`src/rtl/vga_frame_arbiter.sv`:
```
// Round-robin arbiter that takes one 8x8 bitmap from either of two requesters and
// commits it to the display register only on a qualifying vblank rising edge.
module vga_frame_arbiter #(
  parameter int DW         = 64,
  parameter int MIN_FRAMES = 1
) (
  input  logic          dclk,
  input  logic          clr_n,
  input  logic          vblank,
  input  logic          req_a_valid,
  input  logic [DW-1:0] req_a_data,
  input  logic          req_b_valid,
  input  logic [DW-1:0] req_b_data,
  output logic          req_a_ready,
  output logic          req_b_ready,
  output logic [DW-1:0] vdata,
  output logic          commit,
  output logic [7:0]    frame_cnt,
  output logic          busy
);

  typedef enum logic {IDLE, PEND} state_t;

  localparam logic [3:0] MIN_F = 4'(MIN_FRAMES);

  state_t        state, state_next;
  logic          last_grant;
  logic [DW-1:0] pending;
  logic [3:0]    frames_since;
  logic          vblank_q;
  logic          vblank_edge;
  logic          grant_a, grant_b;
  logic          commit_now;
  logic          handshake;

  // last_grant: 0 = A won most recently, 1 = B; a tie goes to the other one
  always_comb begin
    grant_a = req_a_valid && (!req_b_valid || last_grant);
    grant_b = req_b_valid && (!req_a_valid || !last_grant);
  end

  assign vblank_edge = vblank && !vblank_q;
  assign commit_now  = (state == PEND) && vblank_edge &&
                       (({1'b0, frames_since} + 5'd1) >= {1'b0, MIN_F});
  assign handshake   = req_a_ready || req_b_ready;
  assign busy        = (state == PEND);

  always_ff @(posedge dclk or negedge clr_n) begin
    if (!clr_n) state <= IDLE;
    else        state <= state_next;
  end

  always_comb begin
    state_next  = state;
    req_a_ready = 1'b0;
    req_b_ready = 1'b0;
    case (state)
      IDLE: begin
        req_a_ready = grant_a;
        req_b_ready = grant_b;
        if (grant_a || grant_b) state_next = PEND;
      end
      PEND: begin
        if (commit_now) state_next = IDLE;
      end
      default: state_next = IDLE;
    endcase
  end

  // vblank_q resets high so a vblank already high at release is not an edge
  always_ff @(posedge dclk or negedge clr_n) begin
    if (!clr_n) begin
      vdata        <= '0;
      pending      <= '0;
      commit       <= 1'b0;
      frame_cnt    <= 8'd0;
      last_grant   <= 1'b1;
      frames_since <= MIN_F;
      vblank_q     <= 1'b1;
    end else begin
      vblank_q <= vblank;
      commit   <= commit_now;
      if (handshake) begin
        pending    <= req_a_ready ? req_a_data : req_b_data;
        last_grant <= req_b_ready;
      end
      if (commit_now) begin
        vdata        <= pending;
        frame_cnt    <= frame_cnt + 8'd1;
        frames_since <= 4'd0;
      end else if (vblank_edge && (frames_since < MIN_F)) begin
        frames_since <= frames_since + 4'd1;
      end
    end
  end

endmodule

```
`config.mk`:
```
export PLATFORM = sky130hd
export DESIGN_NAME = vga_frame_arbiter
export DESIGN_NICKNAME = d
export VERILOG_FILES = /design/src/rtl/vga_frame_arbiter.sv
export SDC_FILE = /design/constraint.sdc
export NUM_CORES = 1
export LEC_CHECK = 0
export ABC_AREA = 1
export BUFFER_PORTS_ARGS = -buffer_cell sky130_fd_sc_hd__buf_4
export CAP_MARGIN = 10
export CELL_PAD_IN_SITES_DETAIL_PLACEMENT = 1
export CELL_PAD_IN_SITES_GLOBAL_PLACEMENT = 1
export CORE_MARGIN = 1
export CORE_UTILIZATION = 37
export DETAILED_ROUTE_END_ITERATION = 10
export PLACE_DENSITY_LB_ADDON = 0.1
export SLEW_MARGIN = 20
export SYNTH_ARGS = -nofsm -noshare
export SYNTH_HDL_FRONTEND = slang
export SYNTH_SLANG_ARGS = --single-unit
```
`constraint.sdc`:
```
create_clock -name dclk -period 2 [get_ports dclk]
set_input_delay 0.3 -clock dclk [delete_from_list [all_inputs] [get_ports dclk]]
set_output_delay 0.3 -clock dclk [all_outputs]
set_load 0.03 [all_outputs]
```
== Word level (Yosys, flattened, before mapping) ==
Cells that the tools add are included.
Storage, ports and cells
  logic and storage cells: 37
  register bits after elaboration: 144
  bits of input ports: 133
  output and inout bits: 76
Cells by class
  multiplexer cells: 8
  order comparisons: 2
  reduce and logical (&&, ||, !) cells: 15
  bitwise operators: 1
  add/subtract/negate cells: 3
Operators with widths (count)
  $mux W64: 1
  $add A8 B1 Y8 const B: 1
  $mux W4: 2
  $logic_and A1 B1 Y1: 6
  $add A4 B1 Y5 const B: 1
  $ge A5 B1 Y1 const B: 1
  $add A4 B1 Y4 const B: 1
  $logic_not A1 Y1: 4
  $logic_or A1 B1 Y1: 4
  $lt A4 B1 Y1 const B: 1
  $mux W1: 4
  $pmux W1 S2: 1
  $reduce_bool A2 Y1: 1
  $not A1 Y1: 1

== Logic depth before layout (Yosys ltp) ==
Gate-level depths: netlist of the first run.
  depth after elaboration: 6
  gate-level depth with buffers: 11
  mapped depth without buffers: 9

== Worst setup path before layout of the first run ==
No wires, ideal clock.
  path type: register to register
  start point: register frames_since[0]
  end point: register state (netlist: busy)
  buffers on the path: 2
  stages on the path, launching flop included: 12
  clock period less this slack: 1.838 ns
  data arrival time: 1.769 ns
  slack: 0.162 ns
  setup time: 0.068 ns
  required time: 1.932 ns
  cell sequence: dfstp_2 > inv_1 > ha_1 > inv_1 > nand3_1 > a21oi_1 > nand2_1 > nand2_1 > buf_6 > buf_4 > nand2_1 > nand2_1
Between the ends
  longest elaborated chain between the ends: 5
Ends and longest elaborated chain
  start, declared: line 29  | logic [3:0] frames_since;
  start signal, assigned: line 92  | frames_since <= frames_since + 4'd1;
  $add A4 B1 Y5: line 44  | (({1'b0, frames_since} + 5'd1) >= {1'b0, MIN_F});
  $ge A5 B1 Y1: line 44
  $logic_and A1 B1 Y1: line 43  | assign commit_now = (state == PEND) && vblank_edge &&
  $mux W1: line 64  | if (commit_now) state_next = IDLE;
  $pmux W1 S2: line 57  | case (state)
  net state_next: line 26  | state_t state, state_next;
  end signal, assigned: line 50  | else state <= state_next;
  end, declared: line 26
The timed path passes the listed nets, and every way through them passes these cells.
A chain may end at the register's enable or synchronous reset.

== Worst setup path in the final report of the first run ==
  start point: register state (netlist: busy)
  end point: output req_a_ready
Between the ends
  longest elaborated chain between the ends: 1
Ends and longest elaborated chain
  $mux W1: line 57
  end, declared: line 14  | output logic req_a_ready,
Every way passes these cells.

==> results by group, run 1 <==
Placed design
  • Dpl ws: ~0.087 ns
  • IO buf count: around 210
  • Routability Congestion: between 0.7 and 0.8
  • Inst Count DP: between 1000 and 1500
  • Post-DP HPWL: approximately 13000 um

Routing
  • Routed len/inst: 14.5 um
  • DR vias: approximately 5900
  • DRC: 1
  • ANT nets after route: 0
  • Via density: 4.75
  • DR iter-0 viols: 253
  • Pre-Repair DR Iteration Count: 7
  • WL final: ~18000 um

Timing
  • Pins Over Slew Limit: 0
  • Hold slack: around 0.094 ns
  • Fin crit share: 0.949
  • Clk_skew: about 0.0080 ns
  • Final Hold Fails: 0
  • Final critical-path required period: 1.90 ns
  • Final setup viols: 0
  • Worst setup margin: about 0.10 ns
  • Fmax: ~530 MHz
  • Slew @ Worst Pin: around 0.42 ns
  • Post-Route Setup TNS: 0 ns
  • Normalized max-slew margin: 0.718
  • Unrepaired setup endpoints after global routing: false

Critical path
  • Critical path endpoint category: output pin
  • R2R depth: 10
  • Crit path from: busy$_DFF_PN0_
  • R2R Setup Slk: 0.15 ns
  • FF-to-FF End: frames_since[1]$_DFFE_PN0P_
  • Crit path DAT: around 1.6 ns
  • Setup CP Type: reg -> out
  • R2R Path Start: frames_since[0]$_DFFE_PN1P_
  • CP max FO: 15
  • Required time of the critical path: about 1.7 ns
  • Startpoint types: flip-flop
  • CP endpoint: req_a_ready

Final layout
  • Diodes inserted: 0
  • Fillers: 2110
  • Finished Core Util: 0.525
  • Area Overhead vs Synth: 39.2%
  • Share of cells above drive strength 1: 0.273
  • Fin cells: roughly 1200
  • Total Nets Final: ~1100

Synth
  • Top_reg_cell synth: dfrtp_1
  • Synth area leaders: dfrtp_1 54%, nand2_1 17%, nand3_1 5.9%
  • Top cells by count, synth: 295 x nand2_1, 141 x dfrtp_1, 78 x inv_1
  • Syn Inst Count: 806
  • Post-synth EDFFs: 0
  • Syn_area_per_cell: 8.04 sq um
  • Async SR Flop Fraction: 1.00
  • Yosys reg bits: between 100 and 150
  • Yosys cell types: 22
  • Synth Cell Area: ~6500 sq um
  • Dominant cell type by area after synthesis: dfrtp_1
  • Sequential fraction of the synthesis area: 0.556
  • Syn_nets: 943
  • Count leader, synth: nand2_1
  • Yosys warnings: 0
  • Share of the synthesized area in the top cell type: 0.544

Clock network
  • Post-CTS Setup Inserts: 0
  • CTS tree: built
  • CTS H-tree depth: 4
  • Clk_lat worst skew: ~0.42 ns
  • Worst-path clk slew: roughly 0.06 ns
  • Root buffer cell: clkbuf_16
  • Maximum buffer depth of the clock tree: 2
  • Sink Count: between 100 and 150
  • TritonCTS Buffers: 17

Floorplan
  • Horiz. Die Dim: 134 um
  • Initial Util: 0.377
  • Chip height: 134 um
  • Die area: 18100 sq um
  • Row Count: 48
  • CORE AREA: approximately 17000 sq um
  • Ports: approximately 210

Global routing
  • Total grt overflow: 0
  • Largest net degree at the start of global routing: 54
  • Vias in the first global route: just over 6000
  • Gr usage total: 0.210
  • First-pass GRT wire length: roughly 30000 um
  • Antenna violations before repair: 0

Job
  • Total of max-cap violations: 0

Status
  • Status: finished with violations
  • Failing checks: design-rule violations

Pwr
  • Pwr dens: roughly 1500 nW/um^2
  • Leakage: ~5 nW
  • Max VDD drop: between 600 and 700 uV

Hold path
  • Hold Crit Start: req_a_data[13]
  • Hold WC Path Type: in -> reg
logic make-up (layout without fill, tap and decap cells):
family	count (synthesis)	count (layout)	share of synthesized area
AO/OA/AOI/OAI	135	135	0.105
AND/OR/NAND/NOR	387	388	0.242
flip-flops	144	144	0.556
buffers and inverters	132	349	0.0834
adder cells (fa/ha/maj)	4	4	0.00772
XOR/XNOR	4	4	0.00541
layout by cell type (no fill, tap or decap), drive strengths merged, types with 2 or more instances in the layout:
| cell | Yosys | final |
|---|---|---|
| a21oi | 66 | 66 |
| xor2 | 3 | 3 |
| nand2 | 295 | 296 |
| dlygate4sd3 | 0 | 2 |
| o21ai | 68 | 68 |
| inv | 82 | 86 |
| buf | 24 | 233 |
| clkbuf | 26 | 19 |
| dfstp | 3 | 3 |
| clkinv | 0 | 2 |
| ha | 4 | 4 |
| nor2 | 11 | 11 |
| clkinvlp | 0 | 7 |
| dfrtp | 141 | 141 |
| nand3b | 2 | 2 |
| nand3 | 77 | 77 |
worst max-delay path: stages, from the launching register on:
cell and delay (ns):
dfrtp_1 0.44, nor2_2 0.32, nand2_8 0.18, inv_2 0.10, buf_4 0.15
report_power, final:
group / internal, mW / switching (mW)
clock: 1.67 / 1.27
combinational: 2.07 / 3.59
sequential: 4.21 / 0.756
state kept, by name, summed over array words and instances, names as in the netlist:
register      count
frames_since      4
vblank_q          1
vdata            64
frame_cnt         8
commit            1
busy              1
last_grant        1
pending          64
final cells by class:
| type | count | area, sq um | share of cell area |
|---|---|---|---|
| timing repair buffer | 235 | 1890 | 0.209 |
| clock inverter | 13 | 105 | 0.0116 |
| tap | 225 | 282 | 0.0312 |
| sequential | 144 | 3610 | 0.400 |
| inverter | 82 | 310 | 0.0344 |
| clock buffer | 19 | 453 | 0.0502 |
| multi-input combinational | 531 | 2380 | 0.263 |
what timing repair did:
item                       4_1_cts  5_1_grt
setup endpoints to repair        0       44
resized for setup                0        6
hold endpoints to repair        39        0
hold buffers                     2        0
worst min path at each step:
stage                               end  slack (ns)  cells past startpoint
2_1_floorplan            busy$_DFF_PN0_       0.004                      0
3_3_place_gp   frame_cnt[6]$_DFFE_PN0P_        0.26                      1
3_5_place_dp   frame_cnt[5]$_DFFE_PN0P_        0.26                      1
4_1_cts         pending[13]$_DFFE_PN0P_        0.08                      3
5_1_grt         pending[14]$_DFFE_PN0P_        0.09                      3
6_report        pending[13]$_DFFE_PN0P_        0.09                      3
stage by stage:
stage / power [mW] / instance area, sq um
after floorplan: 8.34 / 6480
after global placement: 10.5 / 8410
after detailed placement: 10.7 / 8410
after CTS: 13.7 / 8990
after global routing: 14.5 / 9020
final: 13.6 / 9020
metal layers:
layer / vias to the layer above / track usage / part of all wire
met5: - / 0 / 0
met3: 17 / 0.0559 / 0.065
li1: 2965 / - / -
met2: 164 / 0.341 / 0.47
met4: 0 / 0.0662 / 0.011
met1: 2788 / 0.272 / 0.45
No activity file was read; power rests on OpenSTA's default activity.
==> inputs of run 2 (changes only) <==
--- a/config.mk
+++ b/config.mk
@@ -11,9 +11,9 @@
 export CELL_PAD_IN_SITES_DETAIL_PLACEMENT = 1
 export CELL_PAD_IN_SITES_GLOBAL_PLACEMENT = 1
 export CORE_MARGIN = 1
-export CORE_UTILIZATION = 37
+export CORE_UTILIZATION = 29
 export DETAILED_ROUTE_END_ITERATION = 10
-export PLACE_DENSITY_LB_ADDON = 0.1
+export PLACE_DENSITY = 0.75
 export SLEW_MARGIN = 20
 export SYNTH_ARGS = -nofsm -noshare
 export SYNTH_HDL_FRONTEND = slang
==> run 2 against run 1 <==
  * The run now ends clean
  * Cell count rose by 4.2%
  * Register-to-register slack got worse by 0.05 ns
  * Hold slack got worse by 0.0040 ns
  * Die area rose by 27%
  * Combinational power rose by 1%
  * Sequential power rose by 0.8%
  * Clock-buffer cell count rose by 5
  * Total power rose by 4.8%
  * Critical endpoint unchanged
  * Highest routed layer unchanged
==> results by group, run 2 (synthesized netlist as in run 1, its figures left out) <==
Timing
  • Pins Over Slew Limit: 0
  • Final setup viols: 0
  • Post-Route Setup TNS: 0 ns
  • Fmax: ~530 MHz
  • Slew @ Worst Pin: roughly 0.50 ns
  • Fin crit share: 0.949
  • Normalized max-slew margin: 0.663
  • Final Hold Fails: 0
  • Final critical-path required period: between 1.5 and 2 ns
  • Clk_skew: 0.00983 ns

Routing
  • DR iter-0 viols: ~210
  • WL final: between 15000 and 20000 um
  • Pre-Repair DR Iteration Count: 4
  • Via density: around 4.6
  • Routed len/inst: ~15 um
  • ANT nets after route: 0
  • DRC: 0
  • DR vias: about 6000

Pwr
  • Pwr dens: ~1500 nW/um^2
  • Max VDD drop: between 500 and 600 uV
  • Leakage: roughly 5 nW

Floorplan
  • Row Count: 54
  • CORE AREA: ~22000 sq um
  • Die area: 23000 sq um
  • Chip height: around 150 um
  • Ports: approximately 210
  • Initial Util: 0.296
  • Horiz. Die Dim: 152 um

Final layout
  • Fin cells: about 1300
  • Total Nets Final: approximately 1100
  • Share of cells above drive strength 1: 0.269
  • Most frequent cells in the layout: 292 x nand2_1, 213 x buf_4, 141 x dfrtp_1, 78 x inv_1, 77 x nand3_1
  • Fillers: ~2600
  • Register area: ~3600 sq um
  • Design Area, Final: just over 9000 sq um
  • Multi-input logic area: around 2400 sq um
  • Area Overhead vs Synth: 42.8%
  • Largest regs: pending: 64 flops, vdata: 64 flops, frame_cnt: 8 flops
  • Commonest non-fill, non-tap cell in the layout: nand2_1

Critical path
  • Worst-path cell chain: inv_1 -> nand2_1 -> nand2_8 -> inv_2 -> buf_4
  • Setup CP Type: reg -> out
  • Required time of the critical path: 1.70 ns
  • CP max FO: 22
  • Critical path endpoint category: output pin
  • Crit path buf inv count: 3
  • Largest stage delay, worst path: roughly 0.53 ns
  • Startpoint types: flip-flop
  • Crit path DAT: 1.60 ns
  • Crit path max-delay family: flip-flops
  • Slowest CP cell: dfstp_2

Global routing
  • Antenna violations before repair: 0
  • Total grt overflow: 0
  • Largest net degree at the start of global routing: slightly above 80
  • First-pass GRT wire length: 30800 um
  • Vias in the first global route: 6117
  • Gr usage total: 0.175

Placed design
  • Inst Count DP: ~1300
  • Routability Congestion: about 0.74
  • DP Area: 8450 sq um
  • Post-DP HPWL: 13700 um
  • IO buf count: between 200 and 250

Clock network
  • CTS H-tree depth: 4
  • Worst-path clk slew: ~0.06 ns
  • Maximum buffer depth of the clock tree: 2
  • Clk_lat worst skew: between 0.4 and 0.5 ns
  • Root buffer cell: clkbuf_16
  • TritonCTS Buffers: 17
  • CTS tree: built
  • Sink Count: approximately 140

Job
  • Total of max-cap violations: 0

Hold path
  • Hold WC Path Type: in -> reg

Status
  • Status: finished clean
run 2: changes by cell type in the layout (fill, tap and decap cells not counted), moves of 4 or more:
| cell | change |
|---|---|
| inv_6 | -4 |
| clkbuf_8 | +4 |
| clkinvlp_4 | -5 |
| bufinv_16 | +4 |
| buf_4 | -9 |
run 2: report_power, final:
group / total [mW] / internal, mW / switching, mW
clock: 3.48 / 2.29 / 1.19
combinational: 5.72 / 2.08 / 3.64
sequential: 5.01 / 4.22 / 0.793
run 2: what timing repair did:
item	in CTS	in global routing
hold buffers	2	0
buffers inserted	0	2
resized for setup	0	10
endpoints found under the setup margin	0	72
hold endpoints to repair	38	0
run 2: routing by layer:
layer / GRT usage / wire [um] / part of all wire
met1: 0.206 / 8290 / 0.42
met2: 0.312 / 10400 / 0.53
met3: 0.0377 / 733 / 0.037
met4: 0.0619 / 322 / 0.016
met5: 0 / 0 / 0
run 2: area by class of cell:
cell class,instances,area share
flip-flops and latches,144,0.390
multi-input cells,531,0.258
repair buffers,231,0.209
clock buffers,24,0.0553
well taps,280,0.0378
inverters,82,0.0335
clock inverters,8,0.0161
diodes,1,0.000270
run 2: worst min-delay path: stages:
cell	delay (ns)
buf_4	0.08
o21ai_1	0.06
nand2_1	0.05
run 2: final timing paths:
path | start | to | slack, ns | cells after the start
hold / removal | req_a_data[16] | pending[16]$_DFFE_PN0P_ | 0.09 | 3
max in group asynchronous | clr_n | last_grant$_DFFE_PN1P_ | 1.02 | 3
setup / recovery | last_grant$_DFFE_PN1P_ | req_a_ready | 0.10 | 5
hold reg to reg | vdata[60]$_DFFE_PN0P_ | vdata[60]$_DFFE_PN0P_ | 0.47 | 2
setup reg to reg | frames_since[0]$_DFFE_PN1P_ | frame_cnt[1]$_DFFE_PN0P_ | 0.10 | 10
min in group asynchronous | clr_n | vdata[39]$_DFFE_PN0P_ | 0.36 | 2
run 2: stage by stage:
| step | worst slack, ns | hold WS (ns) | util | total power, mW |
|---|---|---|---|---|
| after global routing | -0.00551 | 0.0965 | 0.423 | 15.2 |
| final | 0.103 | 0.0904 | 0.423 | 14.2 |
| after global placement | 0.183 | 0.257 | 0.386 | 10.5 |
| after detailed placement | 0.0561 | 0.250 | 0.386 | 10.7 |
| after floorplan | 0.162 | 0.00441 | - | 8.34 |
| after CTS | 0.0496 | 0.0699 | 0.417 | 14.3 |
==> inputs of run 3 (changes only) <==
==> constraint.sdc (replaced) <==
create_clock -name dclk -period 2.22 [get_ports dclk]
set_input_delay 0.333 -clock dclk [delete_from_list [all_inputs] [get_ports dclk]]
set_output_delay 0.333 -clock dclk [all_outputs]
set_load 0.03 [all_outputs]
==> run 3 against run 2 <==
  * Worst setup slack improved by 0.073 ns
  * Total power decreased by 12%
  * Global-route usage increased by 0.29 points
  * Utilization decreased by 1.0 points
  * Largest cell class unchanged
==> results by group, run 3 (synthesized netlist as in run 1, its figures left out) <==
Clock network
  • TritonCTS Buffers: 17
  • Post-CTS Setup Inserts: 0
  • Clk_lat worst skew: approximately 0.42 ns
  • CTS H-tree depth: 4
  • Sink Count: 144
  • Worst-path clk slew: 0.06 ns
  • Root buffer cell: clkbuf_16
  • Maximum buffer depth of the clock tree: 2
  • CTS tree: built

Final layout
  • Fillers: roughly 2600
  • Largest regs: pending: 64 flops, vdata: 64 flops, frame_cnt: 8 flops
  • Diodes inserted: 0
  • Commonest non-fill, non-tap cell in the layout: nand2_1
  • Fin cells: ~1300
  • Most frequent cells in the layout: 292 x nand2_1, 215 x buf_4, 141 x dfrtp_1, 78 x inv_1, 77 x nand3_1
  • Area Overhead vs Synth: 39.4%
  • Share of cells above drive strength 1: 0.259
  • Total Nets Final: between 1000 and 1500

Critical path
  • Crit path DAT: approximately 2.3 ns
  • CP max FO: 40
  • Setup CP Type: reg -> reg
  • Startpoint types: flip-flop
  • Critical path endpoint category: flip-flop
  • Required time of the critical path: about 2.5 ns

Routing
  • DRC: 0
  • WL final: 19700 um
  • DR vias: about 6000
  • Via density: 4.61
  • Pre-Repair DR Iteration Count: 4
  • DR iter-0 viols: about 260
  • Routed len/inst: 15.2 um
  • ANT nets after route: 0

Pwr
  • Pwr dens: around 1400 nW/um^2
  • Clk pwr share: 0.232
  • Comb pwr share: 0.406
  • Max VDD drop: between 400 and 500 uV
  • NetSw: roughly 5 mW
  • Switching part of the total power: 0.402
  • Cell Int Power: 7.44 mW
  • Leakage: approximately 5 nW
  • Seq pwr share: 0.362

Timing
  • Pins Over Slew Limit: 0
  • Slew @ Worst Pin: a little under 0.5 ns
  • Final setup viols: 0
  • Fmax: 489 MHz
  • Unrepaired setup endpoints after global routing: false
  • Normalized max-slew margin: 0.673
  • Final Hold Fails: 0
  • Clk_skew: ~0.0077 ns
  • Fin crit share: 0.921
  • Final critical-path required period: 2.04 ns
  • Post-Route Setup TNS: 0 ns

Global routing
  • Total grt overflow: 0
  • Largest net degree at the start of global routing: 58
  • Antenna violations before repair: 0
  • Gr usage total: 0.178
  • First-pass GRT wire length: between 30000 and 40000 um
  • Vias in the first global route: between 6000 and 7000

Placed design
  • IO buf count: 208
  • Post-DP HPWL: roughly 14000 um
  • Routability Congestion: roughly 0.75
  • Inst Count DP: between 1000 and 1500

Floorplan
  • Ports: roughly 210
  • Chip height: around 150 um
  • CORE AREA: 21900 sq um
  • Die area: 23000 sq um
  • Row Count: 54
  • Horiz. Die Dim: approximately 150 um
  • Initial Util: 0.296

Status
  • Status: finished clean

Hold path
  • Hold WC Path Type: in -> reg

Job
  • Total of max-cap violations: 0
==> run 3: changes by cell type in the layout (fill, tap and decap cells not counted), moves of 2 or more <==
cell / before / now
buf_12: 12 / 9
clkbuf_8: 6 / 3
clkinv_2: 1 / 3
buf_4: 213 / 215
clkinvlp_4: 2 / 0
clkbuf_1: 1 / 5
clkbuf_16: 19 / 17
==> run 3: per-layer routing <==
metal  routed length (um)  GRT usage
met1                 8160      0.214
met2                10100      0.309
met3                  900     0.0434
met4                  475     0.0624
met5                    0          0
==> run 3: through the flow <==
stage | util | worst slack [ns] | power, mW | hold slack (ns) | instance area, sq um
final | 0.413 | 0.176 | 12.4 | 0.0345 | 9030
after floorplan | - | 0.382 | 7.51 | 0.0374 | 6480
after global placement | 0.385 | 0.303 | 9.48 | 0.317 | 8430
after global routing | 0.413 | 0.0344 | 13.3 | 0.0156 | 9030
after CTS | 0.412 | 0.160 | 12.6 | 0.0163 | 9030
after detailed placement | 0.385 | 0.162 | 9.66 | 0.321 | 8430
==> run 3: timing repair <==
item / 4_1_cts / 5_1_grt
resized for setup: 0 / 1
endpoints found under the setup margin: 0 / 1
hold buffers: 1 / 0
endpoints found under the hold margin: 45 / 0
==> run 3: final timing paths <==
check	startpoint	end	slack, ns	depth (start not counted)
setup / recovery	frames_since[0]$_DFFE_PN1P_	vdata[35]$_DFFE_PN0P_	0.18	9
hold / removal	vblank	vblank_q$_DFF_PN1_	0.03	1
setup reg to reg	frames_since[0]$_DFFE_PN1P_	vdata[35]$_DFFE_PN0P_	0.18	9
hold reg to reg	vdata[12]$_DFFE_PN0P_	vdata[12]$_DFFE_PN0P_	0.47	2
max in group asynchronous	clr_n	vblank_q$_DFF_PN1_	1.12	3
min in group asynchronous	clr_n	pending[39]$_DFFE_PN0P_	0.44	2
==> run 3: worst max-delay path, cell delays in order (launching register included) <==
cell     delay (ns)
dfstp_2        0.58
inv_1          0.07
ha_1           0.29
inv_1          0.07
nand3_1        0.07
a21oi_1        0.17
nand2_2        0.14
buf_4          0.30
nand3_1        0.13
nand2_1        0.08
==> run 3: layout make-up <==
class	instances	area (sq um)	share of cell area
timing repair buffer	226	1820	0.201
multi-input combinational	530	2360	0.261
clock inverter	6	105	0.0116
tap	280	350	0.0388
clock buffer	25	485	0.0537
sequential	144	3610	0.399
inverter	82	310	0.0343
==> run 3: power groups by stage <==
stage / clock network (mW) / registers (mW) / logic (mW)
floorplan: 0 / 5.46 / 2.05
global placement: 0 / 4.51 / 4.97
detailed placement: 0 / 4.54 / 5.12
CTS: 2.96 / 4.52 / 5.14
global route: 3.07 / 4.67 / 5.60
finish: 2.89 / 4.51 / 5.05
